`src/rtl/fifo_stream_writer.sv`:
```
// Valid/ready stream to FIFO write port: packs {last, data}, decouples fifo_full through a 2-entry skid buffer.
// Writes are held off for WARMUP cycles after reset; optional FIFO_WR_STAT_EN builds the frame_cnt counter.
module fifo_stream_writer #(
    parameter int DSIZE  = 127,
    parameter int WARMUP = 10
) (
    input  logic             wr_clk,
    input  logic             wr_rst_Q,
    input  logic [DSIZE-1:0] s_data,
    input  logic             s_last,
    input  logic             s_valid,
    output logic             s_ready,
    output logic [DSIZE:0]   fifo_din,
    output logic             fifo_wr_en,
    input  logic             fifo_full,
    output logic             in_frame
`ifdef FIFO_WR_STAT_EN
    ,
    output logic [15:0]      frame_cnt
`endif
);

    typedef enum logic [1:0] {WARM, IDLE, FRAME} state_t;

    localparam logic [7:0] WARM_LAST = 8'(WARMUP - 1);

    state_t           state, state_nxt;
    logic [7:0]       warm_cnt;
    logic [DSIZE:0]   head_q, head_nxt;
    logic [DSIZE:0]   skid_q, skid_nxt;
    logic             head_vld, head_vld_nxt;
    logic             skid_vld, skid_vld_nxt;
    logic             accept;
    logic             drain;

    assign accept     = s_valid && s_ready;
    assign drain      = head_vld && !fifo_full;
    assign fifo_wr_en = drain;
    assign fifo_din   = head_q;
    assign in_frame   = (state == FRAME);

    always_ff @(posedge wr_clk or posedge wr_rst_Q) begin
        if (wr_rst_Q) begin
            state <= WARM;
        end else begin
            state <= state_nxt;
        end
    end

    always_comb begin
        state_nxt = state;
        case (state)
            WARM:    if (warm_cnt == WARM_LAST) state_nxt = IDLE;
            IDLE:    if (accept && !s_last)     state_nxt = FRAME;
            FRAME:   if (accept && s_last)      state_nxt = IDLE;
            default: state_nxt = WARM;
        endcase
    end

    always_ff @(posedge wr_clk or posedge wr_rst_Q) begin
        if (wr_rst_Q) begin
            warm_cnt <= '0;
        end else if (state == WARM && warm_cnt != WARM_LAST) begin
            warm_cnt <= warm_cnt + 8'd1;
        end
    end

    // Drain first, then place the new beat: it lands in head whenever head is free after the drain.
    always_comb begin
        head_nxt     = head_q;
        head_vld_nxt = head_vld;
        skid_nxt     = skid_q;
        skid_vld_nxt = skid_vld;
        if (drain) begin
            if (skid_vld) begin
                head_nxt     = skid_q;
                head_vld_nxt = 1'b1;
                skid_vld_nxt = 1'b0;
            end else begin
                head_vld_nxt = 1'b0;
            end
        end
        if (accept) begin
            if (!head_vld_nxt) begin
                head_nxt     = {s_last, s_data};
                head_vld_nxt = 1'b1;
            end else begin
                skid_nxt     = {s_last, s_data};
                skid_vld_nxt = 1'b1;
            end
        end
    end

    always_ff @(posedge wr_clk or posedge wr_rst_Q) begin
        if (wr_rst_Q) begin
            head_q   <= '0;
            skid_q   <= '0;
            head_vld <= 1'b0;
            skid_vld <= 1'b0;
            s_ready  <= 1'b0;
        end else begin
            head_q   <= head_nxt;
            skid_q   <= skid_nxt;
            head_vld <= head_vld_nxt;
            skid_vld <= skid_vld_nxt;
            // Uses the pre-edge state so ready rises one edge after leaving WARM.
            s_ready  <= (state != WARM) && !skid_vld_nxt;
        end
    end

`ifdef FIFO_WR_STAT_EN
    always_ff @(posedge wr_clk or posedge wr_rst_Q) begin
        if (wr_rst_Q) begin
            frame_cnt <= '0;
        end else if (drain && head_q[DSIZE]) begin
            frame_cnt <= frame_cnt + 16'd1;
        end
    end
`endif

endmodule
```
`config.mk`:
```
export PLATFORM = sky130hd
export DESIGN_NAME = fifo_stream_writer
export DESIGN_NICKNAME = d
export VERILOG_FILES = /design/src/rtl/fifo_stream_writer.sv
export SDC_FILE = /design/constraint.sdc
export NUM_CORES = 1
export LEC_CHECK = 0
export CAP_MARGIN = 20
export CORE_MARGIN = 4
export CORE_UTILIZATION = 30
export DETAILED_ROUTE_END_ITERATION = 10
export DONT_BUFFER_PORTS = 1
export GPL_ROUTABILITY_DRIVEN = 0
export PLACE_DENSITY_LB_ADDON = 0.15
export SYNTH_ARGS = -nofsm -noshare
export SYNTH_HDL_FRONTEND = slang
export SYNTH_SLANG_ARGS = --single-unit
```
`constraint.sdc`:
```
create_clock -name wr_clk -period 8.05 [get_ports wr_clk]
set_input_delay 0.805 -clock wr_clk [delete_from_list [all_inputs] [get_ports wr_clk]]
set_output_delay 0.805 -clock wr_clk [all_outputs]
set_load 0.005 [all_outputs]
```
# Word-level counts from Yosys, hierarchy flattened
# Cells that the tools add are included.
classes:
  addsub: 1
  n_mul: 0
  div: 0
  n_lt_le_gt_ge: 0
  n_eq_ne: 7
  shift: 0
  mux: 14
  bitwise_logic: 0
  reduce_logical: 13
ops:
  columns: ["cell", "count"]
  rows:
  - ["$mux W128", 4]
  - ["$add A8 B1 Y8 const B", 1]
  - ["$eq A8 B4 Y1 const B", 1]
  - ["$ne A8 B4 Y1 const B", 1]
  - ["$logic_and A1 B1 Y1", 6]
  - ["$mux W1", 6]
  - ["$mux W2", 3]
  - ["$pmux W2 S3", 1]
  - ["$ne A2 B2 Y1 const B", 2]
  - ["$logic_not A1 Y1", 3]
  - ["$reduce_and A3 Y1", 1]
  - ["$eq A2 B1 Y1 const B", 1]
  - ["$eq A2 B2 Y1 const B", 1]
  - ["$logic_not A2 Y1", 1]
  - ["$ne A2 B1 Y1 const B", 1]
  - ["$reduce_and A2 Y1", 1]
  - ["$reduce_bool A2 Y1", 1]
word_totals:
  reg_bits: 269
  latchBits: 0
  mem_bits_rw: 0
  mem_bits_ro: 0
  input_bits: 132
  out_inout_bits: 131
  elab_cells: 42
  n_memories: 0

# Longest topological paths before layout
# Gate-level depths: netlist of the first run.
logic_depth:
  word_depth: 7
  ltp_mapped: 5
  depth_no_buf: 5

# Worst setup path after synthesis of the first run
# OpenSTA, ideal clock, no wires.
synth_path:
  path_kind: "input port to flip-flop"
  start: "in fifo_full"
  end: "reg head_q[107], in the netlist fifo_din[107]"
  setup_time_ps: 125
  t_arrival_ps: 1848
  t_required_ps: 7925
  path_slack_ps: 6077
  stages: 5
  path_buffers: 2
  path_cell_list: "nand3b_1 buf_2 buf_6 mux2_2 mux2_2"
synth_via:
  elab_chain_cells: 5
  elab_cells_between_ends: 6
  cone_classes: "mux: 4; reduce/logical: 2"
synth_rtl:
  columns: ["element", "line", "text"]
  rows:
  - ["from (decl)", "15", "input logic fifo_full,"]
  - ["$logic_not A1 Y1 (*)", "37", "assign drain = head_vld && !fifo_full;"]
  - ["$logic_and A1 B1 Y1 (*)", "37", null]
  - ["$mux W128 or $mux W1 (tied branches)", "74", "if (drain) begin"]
  - ["$mux W128", "84", "if (!head_vld_nxt) begin"]
  - ["$mux W128 (*)", "83", "if (accept) begin"]
  - ["named net head_nxt[107]", "29", "logic [DSIZE:0] head_q, head_nxt;"]
  - ["to (signal assigned)", "102", "head_q <= head_nxt;"]
  - ["to (decl)", "29", null]
# Mark *: on every way through the listed nets, which the timed path passes. The rest lies on a longest branch.
# A chain may end at the register's enable or synchronous reset.

# Worst setup path after layout of the first run
layout_path:
  start: "reg skid_vld"
  end: "reg skid_q[29]"
layout_via:
  elab_chain_cells: 3
layout_rtl:
  columns: ["element", "line", "text"]
  rows:
  - ["from (decl)", "32", "logic skid_vld, skid_vld_nxt;"]
  - ["from (signal assigned)", "105", "skid_vld <= skid_vld_nxt;"]
  - ["$mux W1", "75", "if (skid_vld) begin"]
  - ["$mux W1", "74", null]
  - ["$reduce_and A2 Y1 (no source line)", null, null]
  - ["to (signal assigned)", "103", "skid_q <= skid_nxt;"]
  - ["to (decl)", "30", "logic [DSIZE:0] skid_q, skid_nxt;"]
# No other way between the ends.

==> qor.yml, run 1 <==
synthesis:
  synth_area_leaders: "dfrtp_1 57%, mux2_2 36%, buf_6 2.2%, buf_2 0.60%, mux2_1 0.38%"
  syn-cell-area_um2: 11700
  ys_types: 31
  synth_area_per_cell_um2: 15.8
  syn_nets: 874
  synthMuxAreaShare_pct: 37.0
  yosysTopAreaCell: "dfrtp_1"
  ys_seq_area_share_pct: 57.4
  synthSimpleGateAreaFrac_pct: 1.23
  syn_inst: 740
  synth_compound_area_share_pct: 0.502
  yosys_warnings: 0
  synth_fa_ha_area_share_pct: 0.213
  synth_top_family_by_area: "multiplexers"
  synth_top_area_share_pct: 57.4
  synth-seq-cells: 269
  synth-xor-area-share_pct: 0.448
die:
  fp.dieH_um: 206
  core_um2: 38600
  start_util_pct: 30.3
  io_pins: 263
  die_x_um: 206
  dieArea_um2: 42300
  rows: 72
timing:
  skew_ps: 13.9
  rsz0062_at_grt: "no"
  period_share_pct: 38.5
  fmax_ghz: 0.322
  final-hold-violation-count: 0
  setup_viol: 0
  tightest_slew_ps: 1100
  slew_viol_final: 0
  tns_ps: 0
  fin_crit_ps: 3100
  slew_headroom_pct: 26.8
route:
  wl_per_cell_um: 20.9
  drc: 0
  via_per_inst: 4.72
  routed_wl_um: 26600
  ant_nets: 0
  drt_iter0_drc: 179
  first_pass_iters: 4
  vias: 6021
place:
  portBuffers: 0
  dp_hpwl_um: 17500
  placed_cell_area_um2: 12100
worst_setup_path:
  path_max_fanout: 69
  criticalPathCategory: "reg2reg"
  crit_path_start_kind: "flop"
  r2r_slack_ps: 4950
  cp.required_ps: 8480
  worstPathArrival_ps: 3530
  critPathCaptureType: "flop"
clock_tree:
  cts_tree: "yes"
  cts_buffer_depth: 3
  clk_latency_ps: 560
  cts-htree-levels: 1
  numClockSinks: 269
  ctsHoldBuffers: 0
  postCtsSetupBuffers: 0
  cts-root-buf: "clkbuf_16"
  cts_inserted_buffers: 31
  cts_resized: 0
  clkTransAtPathRegs_ps: 60
pwr:
  seqPwrFrac_pct: 49.7
  swShare_pct: 20.5
  combPwrFrac_pct: 1.1
  p_clk_share_pct: 49.2
  ir_drop_v: 0.000179
  p_int_mw: 2.16
  p_leak_nw: 6.74
  power.density_nw_per_um2: 208
  p_sw_mw: 0.559
layout:
  fin_area_um2: 13100
  layout_common_cells: "380 x mux2_2, 269 x dfrtp_1, 31 x clkbuf_16"
  fillers: 3668
  final_layout_size_suffix_gt1_share_pct: 57.3
  syn_to_final_growth_pct: 11.7
  layout_commonest_cell: "mux2_2"
  antennaDiodeCount: 0
  fin_nets: 871
hold_path:
  min_path_type: "in2async"
run_status:
  status: "completed"
global_route:
  grt_max_degree: 141
  antenna_found_initial: 1
  globalRouteTotalUtil_pct: 12.2
  grt.overflow.total: 0
  grt_pass1_wl_um: 40700
  grt_pass1_vias: 6814
run:
  cap_viol_max_count: 0
[metal layers]
metal,up-vias,track usage (%),part of all wire [%]
met5,-,0,0.049
met4,2,3.85,2.6
met3,48,6.34,13
met2,195,20.3,48
met1,3111,13.5,36
li1,2665,-,-
[power by group through the flow]
stage	sequential (mW)	combinational [mW]	clock (mW)
after floorplan	1.38	0.0212	0
after global placement	1.38	0.0299	0
after detailed placement	1.38	0.0322	0
after CTS	1.35	0.0322	1.40
after global routing	1.35	0.0370	1.45
final	1.35	0.0309	1.34
[area by class of cell]
type / instances / area, um2 / share of cell area [%]
multi-input combinational: 425 / 4630 / 35.4
clock buffer: 49 / 923 / 7.05
clock inverter: 4 / 45.0 / 0.344
tap: 518 / 648 / 4.95
timing repair buffer: 7 / 97.6 / 0.746
sequential: 269 / 6730 / 51.4
inverter: 3 / 15.0 / 0.115
[worst paths after layout]
check | startpoint | endpoint | depth (start not counted)
max | skid_vld$_DFF_PP0_ | skid_q[29]$_DFFE_PP0P_ | 4
min | wr_rst_Q | skid_q[95]$_DFFE_PP0P_ | 2
max reg2reg | skid_vld$_DFF_PP0_ | skid_q[29]$_DFFE_PP0P_ | 4
min reg2reg | warm_cnt[7]$_DFFE_PP0P_ | warm_cnt[7]$_DFFE_PP0P_ | 1
max in group asynchronous | wr_rst_Q | fifo_din[25]$_DFF_PP0_ | 3
min in group wr_clk | s_data[1] | skid_q[1]$_DFFE_PP0P_ | 1
[critical path, stage by stage (launching register included)]
cell and delay, ps:
dfrtp_1 400, o21ai_1 310, or2_4 870, buf_4 830
mux2_2 420
[through the flow]
step	util [%]	power, mW	hold WS, ps	cells	setup WS, ps
6_report	33.9	2.72	320	1275	4950
2_1_floorplan	-	1.40	447	740	3690
5_1_grt	33.9	2.84	351	1275	4740
3_5_place_dp	31.3	1.41	473	1221	4500
4_1_cts	33.8	2.78	328	1274	4880
3_3_place_gp	31.3	1.41	467	1221	4570
[synthesized netlist by cell type]
| master | instances |
|---|---|
| inv_1 | 3 |
| a21oi_1 | 2 |
| mux2_2 | 380 |
| mux2_1 | 4 |
| a21boi_0 | 1 |
| or3b_2 | 1 |
| nor3b_1 | 2 |
| o22ai_1 | 1 |
| buf_6 | 23 |
| nor4b_1 | 2 |
| mux2i_1 | 1 |
| ha_1 | 2 |
| nand4_1 | 5 |
| o21ai_1 | 1 |
| dfrtp_1 | 269 |
| xor2_1 | 1 |
| nor2b_1 | 2 |
| xnor2_1 | 5 |
| a21o_1 | 2 |
| nor2_1 | 2 |
| buf_2 | 14 |
| nand3_1 | 2 |
| clkbuf_1 | 2 |
| nand2_1 | 3 |
| nor4bb_1 | 1 |
| o31ai_1 | 1 |
| a211oi_1 | 1 |
| buf_4 | 4 |
| nand3b_1 | 1 |
| or2_1 | 1 |
| and3_1 | 1 |
[cells by family after synthesis]
kind of cell | Yosys count
AND/OR/NAND/NOR | 23
buffers and inverters | 46
XOR/XNOR | 6
multiplexers | 385
adder cells (fa/ha/maj) | 2
flip-flops | 269
AO/OA/AOI/OAI | 9
[flip-flops by register name, summed over array words and instances, names as in the netlist]
signal	count
skid_vld	1
s_ready	1
warm_cnt	8
skid_q	128
fifo_din	128
state	2
head_vld	1
Power figures use the tool's default switching activity.
==> inputs of run 2 (changes only) <==
==> constraint.sdc (replaced) <==
create_clock -name wr_clk -period 2.63 [get_ports wr_clk]
set_input_delay 0.263 -clock wr_clk [delete_from_list [all_inputs] [get_ports wr_clk]]
set_output_delay 0.263 -clock wr_clk [all_outputs]
set_load 0.005 [all_outputs]
==> run 2 against run 1 <==
Utilization is 3.9 points higher. Register-to-register slack worse by 4300 ps. Non-clock buffer count is 136 higher. Clock power grew to 3.3 times the previous value. Combinational power grew to 9.3 times the previous value. Critical path type unchanged. Worst hold slack worse by 250 ps. Sequential power grew to 3.1 times the previous value. Final area is 12% higher. Die area stayed put. Via count is 9.7% higher. Wire length is 2.4% higher. Global-route usage is 0.46 points higher.
==> qor.yml, run 2 (synthesis gave the netlist of run 1 again) <==
die:
  dieArea_um2: 42300
  io_pins: 263
  die_x_um: 206
  core_um2: 38600
  fp.dieH_um: 206
  rows: 72
  start_util_pct: 30.3
pwr:
  p_leak_nw: 7.39
  power.density_nw_per_um2: 610
  ir_drop_v: 0.000507
clock_tree:
  cts-htree-levels: 1
  clkTransAtPathRegs_ps: 60
  cts-root-buf: "clkbuf_16"
  numClockSinks: 269
  clk_latency_ps: 550
  postCtsSetupBuffers: 0
  cts_buffer_depth: 3
  cts_tree: "yes"
  cts_inserted_buffers: 31
route:
  drt_iter0_drc: 187
  ant_nets: 0
  first_pass_iters: 4
  routed_wl_um: 27300
  drc: 0
  via_per_inst: 4.67
  vias: 6608
  wl_per_cell_um: 19.3
layout:
  syn_to_final_growth_pct: 24.6
  final_layout_size_suffix_gt1_share_pct: 49.8
  layout_common_cells: "380 x mux2_2, 269 x dfrtp_1, 131 x dlygate4sd3_1"
  layout.cells.non_filler: 1415
  layout_commonest_cell: "mux2_2"
  fin_nets: 1007
  fin_area_um2: 14600
  fillers: 3619
  final_util_pct: 37.8
timing:
  rsz0062_at_grt: "no"
  whs_ps: 71.6
  tightest_slew_ps: 746
  fin_crit_ps: 1950
  slew_viol_final: 0
  fmax_ghz: 0.512
  skew_ps: 11.9
  final-hold-violation-count: 0
  slew_headroom_pct: 50.3
  setup_viol: 0
  period_share_pct: 74.2
global_route:
  grt_pass1_vias: 7411
  grt_pass1_wl_um: 42500
  antenna_found_initial: 3
  grt_max_degree: 120
  globalRouteTotalUtil_pct: 12.6
  grt.overflow.total: 0
worst_setup_path:
  r2r_slack_ps: 680
  cp.required_ps: 3050
  path_max_fanout: 53
  criticalPathCategory: "reg2reg"
  crit_path_start_kind: "flop"
  critPathCaptureType: "flop"
  worstPathArrival_ps: 2380
place:
  placedCellCount: 1227
  dp_hpwl_um: 18300
  portBuffers: 0
  placed_cell_area_um2: 12200
run_status:
  status: "completed"
hold_path:
  min_path_type: "in2reg"
run:
  cap_viol_max_count: 0
run 2: cell types whose count changed in the layout (fill, tap and decap cells not counted):
cell	delta
buf_12	+6
buf_16	-1
bufinv_16	+3
clkbuf_1	-4
clkbuf_8	+1
clkinvlp_4	+2
diode_2	+1
dlygate4sd3_1	+131
inv_6	+1
run 2: area by class of cell:
class	count	area [um2]	area share [%]
clock inverter	10	159	1.09
clock buffer	46	922	6.31
tap	518	648	4.44
timing repair buffer	143	1500	10.3
sequential	269	6730	46.1
multi-input combinational	425	4630	31.7
inverter	3	15.0	0.103
antenna	1	2.50	0.0171
run 2: power by group:
group / internal, mW / total [mW] / switching [mW]
clock: 2.80 / 4.48 / 1.68
sequential: 4.14 / 4.14 / 0
combinational: 0.144 / 0.287 / 0.144
run 2: final timing paths:
path	start	to	cells after the start
max	skid_vld$_DFF_PP0_	skid_q[102]$_DFFE_PP0P_	4
min	fifo_full	skid_vld$_DFF_PP0_	2
max reg2reg	skid_vld$_DFF_PP0_	skid_q[102]$_DFFE_PP0P_	4
min reg2reg	skid_q[1]$_DFFE_PP0P_	skid_q[1]$_DFFE_PP0P_	1
max in group asynchronous	wr_rst_Q	skid_q[31]$_DFFE_PP0P_	3
min in group asynchronous	wr_rst_Q	skid_q[87]$_DFFE_PP0P_	3
run 2: worst max-delay path: stages (launching register included):
cell and delay (ps):
dfrtp_1 410, o21ai_1 330, or2_4 350, buf_12 340, mux2_2 390
run 2: through the flow:
stage               setup WS (ps)  TNS, ps  power [mW]
floorplan                   -1190  -319160        4.28
global placement              694        0        4.31
detailed placement            670        0        4.32
CTS                           654        0        9.08
global route                  597        0        9.27
finish                        677        0        8.91
run 2: what timing repair did:
item	CTS	global route
resized for setup	0	0
hold endpoints to repair	529	0
hold buffers	131	0
run 2: layer usage:
layer	vias to the layer above	GRT usage, %	wire (um)
met5	-	0	26
met4	4	3.23	650
met3	46	5.19	2660
met2	190	21.6	13500
met1	3416	14.7	10500
li1	2952	-	-
